## src/rtl/bbox_tracker_if.sv

```systemverilog
// Pixel-stream and box-result bundle between the skin-mask source and the bounding-box tracker.
// The master drives the pixel stream; the slave (the tracker) returns the box.
interface bbox_tracker_if;
   logic [9:0] pixel_x;
   logic [9:0] pixel_y;
   logic       pixel_valid;
   logic       skin;
   logic       frame_end;
   logic [9:0] left;
   logic [9:0] right;
   logic [9:0] top;
   logic [9:0] bottom;
   logic       box_valid;
   logic       box_update;

   modport master (
      output pixel_x, pixel_y, pixel_valid, skin, frame_end,
      input  left, right, top, bottom, box_valid, box_update
   );

   modport slave (
      input  pixel_x, pixel_y, pixel_valid, skin, frame_end,
      output left, right, top, bottom, box_valid, box_update
   );
endinterface

```

## src/rtl/bbox_tracker.sv

```systemverilog
// Tracks the bounding box of skin-classified pixels per frame and publishes a margin-clamped
// box once per frame_end, qualified by a minimum pixel count.
module bbox_tracker #(
   parameter int H_ACTIVE   = 640,
   parameter int V_ACTIVE   = 480,
   parameter int MIN_PIXELS = 200,
   parameter int MARGIN     = 5
) (
   input  logic           clk,
   input  logic           rst,
   bbox_tracker_if.slave  bus
);
   localparam logic [18:0] CNT_MIN    = 19'(MIN_PIXELS);
   localparam logic [18:0] CNT_SAT    = 19'h7FFFF;
   localparam logic [9:0]  MARGIN_V   = 10'(MARGIN);
   localparam logic [9:0]  RIGHT_LIM  = 10'(H_ACTIVE - 1 - MARGIN);
   localparam logic [9:0]  BOTTOM_LIM = 10'(V_ACTIVE - 1 - MARGIN);

   typedef enum logic {SYNC, ACCUM} state_t;

   state_t      state_reg, state_next;
   logic [9:0]  min_x_reg, min_x_next, max_x_reg, max_x_next;
   logic [9:0]  min_y_reg, min_y_next, max_y_reg, max_y_next;
   logic [18:0] cnt_reg, cnt_next;
   logic [9:0]  left_reg, left_next, right_reg, right_next;
   logic [9:0]  top_reg, top_next, bottom_reg, bottom_next;
   logic        box_valid_reg, box_valid_next;
   logic        box_update_reg, box_update_next;

   logic        counted;
   logic [9:0]  min_x_m, max_x_m, min_y_m, max_y_m;
   logic [18:0] cnt_m;
   logic [9:0]  left_c, right_c, top_c, bottom_c;

   always_ff @(posedge clk or posedge rst) begin
      if (rst) begin
         state_reg      <= SYNC;
         min_x_reg      <= 10'h3FF;
         min_y_reg      <= 10'h3FF;
         max_x_reg      <= 10'd0;
         max_y_reg      <= 10'd0;
         cnt_reg        <= 19'd0;
         left_reg       <= 10'd0;
         right_reg      <= 10'd0;
         top_reg        <= 10'd0;
         bottom_reg     <= 10'd0;
         box_valid_reg  <= 1'b0;
         box_update_reg <= 1'b0;
      end else begin
         state_reg      <= state_next;
         min_x_reg      <= min_x_next;
         min_y_reg      <= min_y_next;
         max_x_reg      <= max_x_next;
         max_y_reg      <= max_y_next;
         cnt_reg        <= cnt_next;
         left_reg       <= left_next;
         right_reg      <= right_next;
         top_reg        <= top_next;
         bottom_reg     <= bottom_next;
         box_valid_reg  <= box_valid_next;
         box_update_reg <= box_update_next;
      end
   end

   // Accumulators merged with the current pixel, so a pixel arriving with frame_end
   // still belongs to the frame being closed.
   always_comb begin
      counted = (state_reg == ACCUM) && bus.pixel_valid && bus.skin &&
                (int'(bus.pixel_x) < H_ACTIVE) && (int'(bus.pixel_y) < V_ACTIVE);
      min_x_m = (counted && bus.pixel_x < min_x_reg) ? bus.pixel_x : min_x_reg;
      max_x_m = (counted && bus.pixel_x > max_x_reg) ? bus.pixel_x : max_x_reg;
      min_y_m = (counted && bus.pixel_y < min_y_reg) ? bus.pixel_y : min_y_reg;
      max_y_m = (counted && bus.pixel_y > max_y_reg) ? bus.pixel_y : max_y_reg;
      cnt_m   = (counted && cnt_reg != CNT_SAT) ? cnt_reg + 19'd1 : cnt_reg;

      left_c   = (min_x_m < MARGIN_V)   ? MARGIN_V   : min_x_m;
      top_c    = (min_y_m < MARGIN_V)   ? MARGIN_V   : min_y_m;
      right_c  = (max_x_m > RIGHT_LIM)  ? RIGHT_LIM  : max_x_m;
      bottom_c = (max_y_m > BOTTOM_LIM) ? BOTTOM_LIM : max_y_m;
   end

   always_comb begin
      state_next      = state_reg;
      min_x_next      = min_x_m;
      max_x_next      = max_x_m;
      min_y_next      = min_y_m;
      max_y_next      = max_y_m;
      cnt_next        = cnt_m;
      left_next       = left_reg;
      right_next      = right_reg;
      top_next        = top_reg;
      bottom_next     = bottom_reg;
      box_valid_next  = box_valid_reg;
      box_update_next = 1'b0;

      if (bus.frame_end) begin
         state_next      = ACCUM;
         min_x_next      = 10'h3FF;
         min_y_next      = 10'h3FF;
         max_x_next      = 10'd0;
         max_y_next      = 10'd0;
         cnt_next        = 19'd0;
         box_update_next = 1'b1;
         if (state_reg == ACCUM) begin
            if (cnt_m >= CNT_MIN) begin
               left_next      = left_c;
               right_next     = right_c;
               top_next       = top_c;
               bottom_next    = bottom_c;
               // Clamping can invert a box that hugs a border; edges still update.
               box_valid_next = (left_c <= right_c) && (top_c <= bottom_c);
            end else begin
               box_valid_next = 1'b0;
            end
         end
      end
   end

   assign bus.left       = left_reg;
   assign bus.right      = right_reg;
   assign bus.top        = top_reg;
   assign bus.bottom     = bottom_reg;
   assign bus.box_valid  = box_valid_reg;
   assign bus.box_update = box_update_reg;
endmodule

```

## src/flat_wrapper.sv

```systemverilog
// flat-port wrapper written by rule: the top's interface ports become plain ports
module bbox_tracker_flat 
#(
   parameter int H_ACTIVE   = 640,
   parameter int V_ACTIVE   = 480,
   parameter int MIN_PIXELS = 200,
   parameter int MARGIN     = 5
)
  (clk, rst, bus_pixel_x, bus_pixel_y, bus_pixel_valid, bus_skin, bus_frame_end, bus_left, bus_right, bus_top, bus_bottom, bus_box_valid, bus_box_update);
  bbox_tracker_if bus_i ();
  input  logic clk;
  input  logic rst;
  input wire logic [$bits(bus_i.pixel_x)-1:0] bus_pixel_x;
  input wire logic [$bits(bus_i.pixel_y)-1:0] bus_pixel_y;
  input wire logic [$bits(bus_i.pixel_valid)-1:0] bus_pixel_valid;
  input wire logic [$bits(bus_i.skin)-1:0] bus_skin;
  input wire logic [$bits(bus_i.frame_end)-1:0] bus_frame_end;
  output wire logic [$bits(bus_i.left)-1:0] bus_left;
  output wire logic [$bits(bus_i.right)-1:0] bus_right;
  output wire logic [$bits(bus_i.top)-1:0] bus_top;
  output wire logic [$bits(bus_i.bottom)-1:0] bus_bottom;
  output wire logic [$bits(bus_i.box_valid)-1:0] bus_box_valid;
  output wire logic [$bits(bus_i.box_update)-1:0] bus_box_update;
  assign bus_i.pixel_x = bus_pixel_x;
  assign bus_i.pixel_y = bus_pixel_y;
  assign bus_i.pixel_valid = bus_pixel_valid;
  assign bus_i.skin = bus_skin;
  assign bus_i.frame_end = bus_frame_end;
  assign bus_left = bus_i.left;
  assign bus_right = bus_i.right;
  assign bus_top = bus_i.top;
  assign bus_bottom = bus_i.bottom;
  assign bus_box_valid = bus_i.box_valid;
  assign bus_box_update = bus_i.box_update;
  bbox_tracker #(.H_ACTIVE(H_ACTIVE), .V_ACTIVE(V_ACTIVE), .MIN_PIXELS(MIN_PIXELS), .MARGIN(MARGIN)) u_core (.clk(clk), .rst(rst), .bus(bus_i));
endmodule
```

## config.mk

```make
export PLATFORM = sky130hd
export DESIGN_NAME = bbox_tracker_flat
export DESIGN_NICKNAME = d
export VERILOG_FILES = /design/src/rtl/bbox_tracker_if.sv /design/src/rtl/bbox_tracker.sv /design/src/flat_wrapper.sv
export SDC_FILE = /design/constraint.sdc
export NUM_CORES = 1
export LEC_CHECK = 0
export ABC_AREA = 1
export CAP_MARGIN = 30
export CORE_AREA = 5 5 118 142
export CTS_BUF_LIST = sky130_fd_sc_hd__clkbuf_4 sky130_fd_sc_hd__clkbuf_8 sky130_fd_sc_hd__clkbuf_16
export DETAILED_ROUTE_END_ITERATION = 7
export DIE_AREA = 0 0 123 147
export SLEW_MARGIN = 15
export SYNTH_ARGS = -nofsm -noshare
export SYNTH_HDL_FRONTEND = slang
export SYNTH_SLANG_ARGS = --single-unit
```

## constraint.sdc

```tcl
create_clock -name clk -period 3.6 [get_ports clk]
set_input_delay 0.54 -clock clk [delete_from_list [all_inputs] [get_ports clk]]
set_output_delay 0.54 -clock clk [all_outputs]
set_load 0.03 [all_outputs]
```

After elaboration in Yosys (flattened, before gate mapping) --
Index checks and enable logic that the tools add are counted.
Operators by class: add/sub/neg operators 1, order comparisons 13, eq/ne operators 1, mux-type cells 16, reduce and logical (&&, ||, !) cells 12
Operator list (number):
- $mux 10 | 12
- $mux 19 | 2
- $gt 10x10->1 | 2
- $le 10x10->1 | 2
- $lt 10x10->1 | 2
- $lt 10x3->1 const B | 2
- $add 19x1->19 const B | 1
- $ge 19x8->1 const B | 1
- $ne 19x19->1 const B | 1
- $gt 10x10->1 const B | 1
- $gt 10x9->1 const B | 1
- $logic_and 1x1->1 | 10
- $lt 10x10->1 const B | 1
- $lt 10x9->1 const B | 1
- $reduce_and 3->1 | 1
- $mux 1 | 2
- $reduce_and 2->1 | 1
Word-level totals: bits in registers 102, input port bits 25, output and inout bits 42, logic and storage cells 55

Longest topological paths before layout --
word-level depth 11, depth in mapped cells 28, gate-level depth less buffers 28

Least setup slack after synthesis --
OpenSTA, ideal clock, no wires.
kind input -> register, start in bus_pixel_x[9], end reg u_core.box_valid_reg, in the netlist u_core.bus.box_valid, library setup time 0.119 ns, arrival 3.371 ns, data required time 3.481 ns, setup slack 0.111 ns, stages 21, path buffers 1, cell sequence ha_1 > nand2_1 > nor2_1 > nand3_1 > nand3_1 > nand2_1 > buf_2 > o21ai_0 > nor2_1 > nand2_1 > nand2_1 > nand2_1 > inv_1 > ha_1 > nand2_1 > nor4_1 > nand2_1 > o211ai_1 > o21ai_0 > nand2_1 > o21ai_2
Between the ends: cells in the longest elaborated chain, start to end 10, elaborated cells between the ends (all ways) 28, those cells by class order compare: 10; mux: 10; reduce/logical: 8
RTL lines:
- from (decl) | line flat_wrapper.sv:13 | input wire logic [$bits(bus_i.pixel_x)-1:0] bus_pixel_x;
- $lt 10x10->1 | line bbox_tracker.sv:69 | (int'(bus.pixel_x) < H_ACTIVE) && (int'(bus.pixel_y) < V_ACTIVE);
- $logic_and 1x1->1 | line bbox_tracker.sv:68 | counted = (state_reg == ACCUM) && bus.pixel_valid && bus.skin &&
- $logic_and 1x1->1 | line bbox_tracker.sv:69
- $logic_and 1x1->1 (on tied branches)
- $mux 10 (on tied branches)
- $lt 10x3->1, or another cell as far along | line bbox_tracker.sv:76 | left_c = (min_x_m < MARGIN_V) ? MARGIN_V : min_x_m;
- $mux 10 (on tied branches)
- $le 10x10->1 | line bbox_tracker.sv:111 | box_valid_next = (left_c <= right_c) && (top_c <= bottom_c);
- $logic_and 1x1->1 | line bbox_tracker.sv:111
- $mux 1 * | line bbox_tracker.sv:105 | if (cnt_m >= CNT_MIN) begin
- to (signal assigned) | line bbox_tracker.sv:60 | box_valid_reg <= box_valid_next;
- to (decl) | line bbox_tracker.sv:27 | logic box_valid_reg, box_valid_next;
Every way passes the cells marked *; elsewhere a longest branch is shown, timed or not. A chain may end at the register's enable or synchronous reset.

Final worst setup path --
start in bus_pixel_valid, end reg u_core.box_valid_reg, in the netlist u_core.bus.box_valid
Between the ends: cells in the longest elaborated chain, start to end 11, elaborated cells between the ends (all ways) 27, those cells by class order compare: 7; mux: 10; reduce/logical: 10
RTL lines:
- from (decl) | line flat_wrapper.sv:15 | input wire logic [$bits(bus_i.pixel_valid)-1:0] bus_pixel_valid;
- $logic_and 1x1->1 * (3 in a row) | line bbox_tracker.sv:68
- $logic_and 1x1->1 * | line bbox_tracker.sv:69
- $logic_and 1x1->1 (on tied branches)
- $mux 10 (on tied branches)
- $lt 10x3->1, or another cell as far along | line bbox_tracker.sv:76
- $mux 10 (on tied branches)
- $le 10x10->1 | line bbox_tracker.sv:111
- $logic_and 1x1->1 | line bbox_tracker.sv:111
- $mux 1 * | line bbox_tracker.sv:105
Marked as above.

==> impl_results.md <==
* Slack of the critical path at 200.8 ps
* Final setup vio count at 0
* Hold_buf cts at 0
* 1st-iter DRT viols at 239
* Arr. time, crit path at 3650 ps
* Largest net degree at the start of global routing at 58
* Largest register FFs at 19
* Syn_area_per_cell at 7.428 sq um
* Clock Tree Buf Depth at 2
* Simple-gate share of the synthesized area at 0.2930
* R2R Setup Slk at 200 ps
* Mapped Nets at 986
* Most common cell after layout, fill and taps aside: nand2_1
* Compound-gate portion of the synthesized area at 0.08945
* F_max at 294.2 MHz
* Status: finished, final reports clean
* Cell count after synthesis at 902
* Layout cells sized above 1 at 0.3137
* RePlAce Congestion at 0.8602
* XOR/XNOR share of the synthesized area at 0.01307
* Min cycle time layout at 3399 ps
* Worst-margin pin slew at 783.3 ps
* Most frequent cells in the layout: nand2_1, buf_4, inv_1, dfrtp_1, nor2_1
* Post-Route WL at 17910 um
* Leakage power at 5.109 nW
* ANT cells at 0
* Hold/Removal Path Class: register to register
* Via density per instance at 4.662
* Yosys warning count at 0
* CTS Buf Count at 9
* Clock latency on the worst-skew pair at 360 ps
* Residual DRC at 0
* Hold Path Sink: u_core.bus.bottom[1]
* Setup TNS at 0 ps
* # rows at 50
* Power Total at 0.003363 W
* WP data required at 3850 ps
* Placed Area at 8630 sq um
* Largest family of logic cells by synthesized area: simple AND/OR/NAND/NOR gates
* CTS tree: done
* Vias in the first global route at 5954
* Grt total ovfl at 0
* First-pass GRT wire length at 29300 um
* Total of max-cap violations at 0
* VDD IR max at 0.3376 mV
* Hold depth at 2
* Crit. End Element: register
* Num ports at 67
* Clock Sinks at 102
* H-tree depth at 3
* WS Path Type: input port to register
* CTS clock-pin slew for the worst setup and hold paths at 80 ps
* Die height at 147 um
* Wirelength per Cell at 13.46 um
* Post-DP HPWL at 13240 um
* Period utilization at 0.9442
* Area grow syn2layout at 43.75%
* TritonRoute pass-1 iters at 4
* CP max FO at 8
* Fin nets at 1201
* Post-synthesis instance area at 6700 sq um
* Hold_sp: u_core.bus.bottom[1]
* Final slew viol count at 0
* Initial core utilization at 0.4371
* Reg2Reg Depth at 25
* Sequential share of the synthesized area at 0.3847
* GRT Total Usage at 0.2044
* Post-Layout Inst Area at 9632 sq um
* I/O Buffers at 66
* Crit start category: input port
* Synth Register Bits at 102
* Post-Synth Adder-Cell Area at 0.1102
* Layout Skew at 8.262 ps
* Core area at 15330 sq um
* Worst slack at placement at -717.6 ps
* Multiplexer share of the synthesized area at 0
* Reg2reg end: u_core.bus.box_valid
* Die Wd at 123 um
* Pwr dens at 349.1 nW/um^2
* Relative slew slack at 0.4778
* Post-route antenna net violation count at 0
* Die ar. at 18080 sq um
* Root Buffer Master: clkbuf_16
* Initial antenna violation count at 0
* Final hold violations at 0
* Reg2reg start: u_core.min_y_reg[8]
* Number of library cell types mapped by synthesis at 40
* Vias at 6200
## how the worst max path moves through the flow
stage,startpoint,endpoint,slack [ps],cells after the start
2_1_floorplan,bus_pixel_x[9],u_core.bus.box_valid,110,21
3_3_place_gp,bus_pixel_x[8],u_core.bus.box_valid,-670,28
3_5_place_dp,bus_pixel_x[7],u_core.bus.box_valid,-720,28
4_1_cts,bus_pixel_y[9],u_core.bus.box_valid,5,26
5_1_grt,u_core.max_y_reg[7],u_core.bus.box_valid,-40,27
6_report,bus_pixel_valid,u_core.bus.box_valid,200,24
## layer usage
layer / vias to the layer above / wire [um] / part of all wire / global-route usage
li1: 3241 / - / - / -
met1: 2876 / 8057 / 0.45 / 0.2761
met2: 68 / 9096 / 0.51 / 0.3390
met3: 15 / 544 / 0.030 / 0.03658
met4: 0 / 208 / 0.012 / 0.05042
met5: - / 0 / 0 / 0
## critical path, stage by stage
cell and delay [ps]:
clkdlybuf4s50_1 460, nand2_1 60, nor2_2 120, nand3_2 100, buf_6 140, nor2_2 130
nand2_2 80, buf_6 130, buf_4 130, nand2_1 50, o21a_1 180, nor3_4 70
buf_6 130, nand2_4 100, nand3_2 90, ha_1 280, nand2_1 50, o21a_1 180
o21ai_1 140, nand3_1 110, a21oi_2 150, o21ai_1 70, nand2_1 80, o21ai_2 50
## power by group
| group | leakage, nW | internal [W] | switching (W) |
|---|---|---|---|
| Combinational | 3.68 | 0.000453 | 0.000587 |
| Sequential | 1.29 | 0.00126 | 0.0000707 |
| Clock | 0.148 | 0.000495 | 0.000503 |
## metrics by stage
stage               hold slack (ps)  std cells    util
floorplan                     462.5        902       -
global placement              464.9       1303  0.5630
detailed placement            463.8       1303  0.5630
CTS                           485.5       1325  0.5905
global route                  506.5       1330  0.6284
finish                        485.8       1330  0.6284
## cell families after synthesis
group                      count (synthesis)
AOI/OAI and AO/OA                         95
xor gates and xnor gates                  10
adders and majority gates                 59
buffers and inverters                    168
DFF                                      102
other                                      1
and+or+nand+nor                          467
## synth_stat cells, drive strengths merged
cell type | n | share of area
a31oi | 1 | 0.00093
o21ai | 60 | 0.059
and3 | 1 | 0.00093
o211ai | 1 | 0.0011
xnor2 | 1 | 0.0013
or4 | 1 | 0.0011
nor4 | 1 | 0.00093
clkbuf | 9 | 0.0050
nand3 | 51 | 0.041
nor3 | 3 | 0.0022
o21a | 5 | 0.0056
nor2 | 77 | 0.048
dfrtp | 82 | 0.31
buf | 13 | 0.022
a21o | 2 | 0.0022
inv | 144 | 0.081
o21bai | 2 | 0.0022
or2 | 1 | 0.00093
and2 | 1 | 0.00093
conb | 1 | 0.00056
nand2 | 324 | 0.19
nand4 | 7 | 0.0065
clkinv | 2 | 0.0015
a21oi | 24 | 0.018
xor2 | 9 | 0.012
ha | 59 | 0.11
dfstp | 20 | 0.078
## timing repair
item / in CTS / in global routing
gates cloned: 1 / 1
pin swaps: 11 / 53
endpoints found under the setup margin: 1 / 1
resized for setup: 41 / 128
setup buffers: 5 / 5
endpoints found under the hold margin: 0 / 0
## cell type report
class                   instances  area (sq um)
repair buffers                225          1983
clock inverters                 7         73.82
multi-input cells             633          3955
well taps                     208         260.3
clock buffers                   9         225.2
flip-flops and latches        102          2577
inverters                     146         556.8
fillers                      1380          5695
Note: power is estimated with default switching activity, not from simulation.
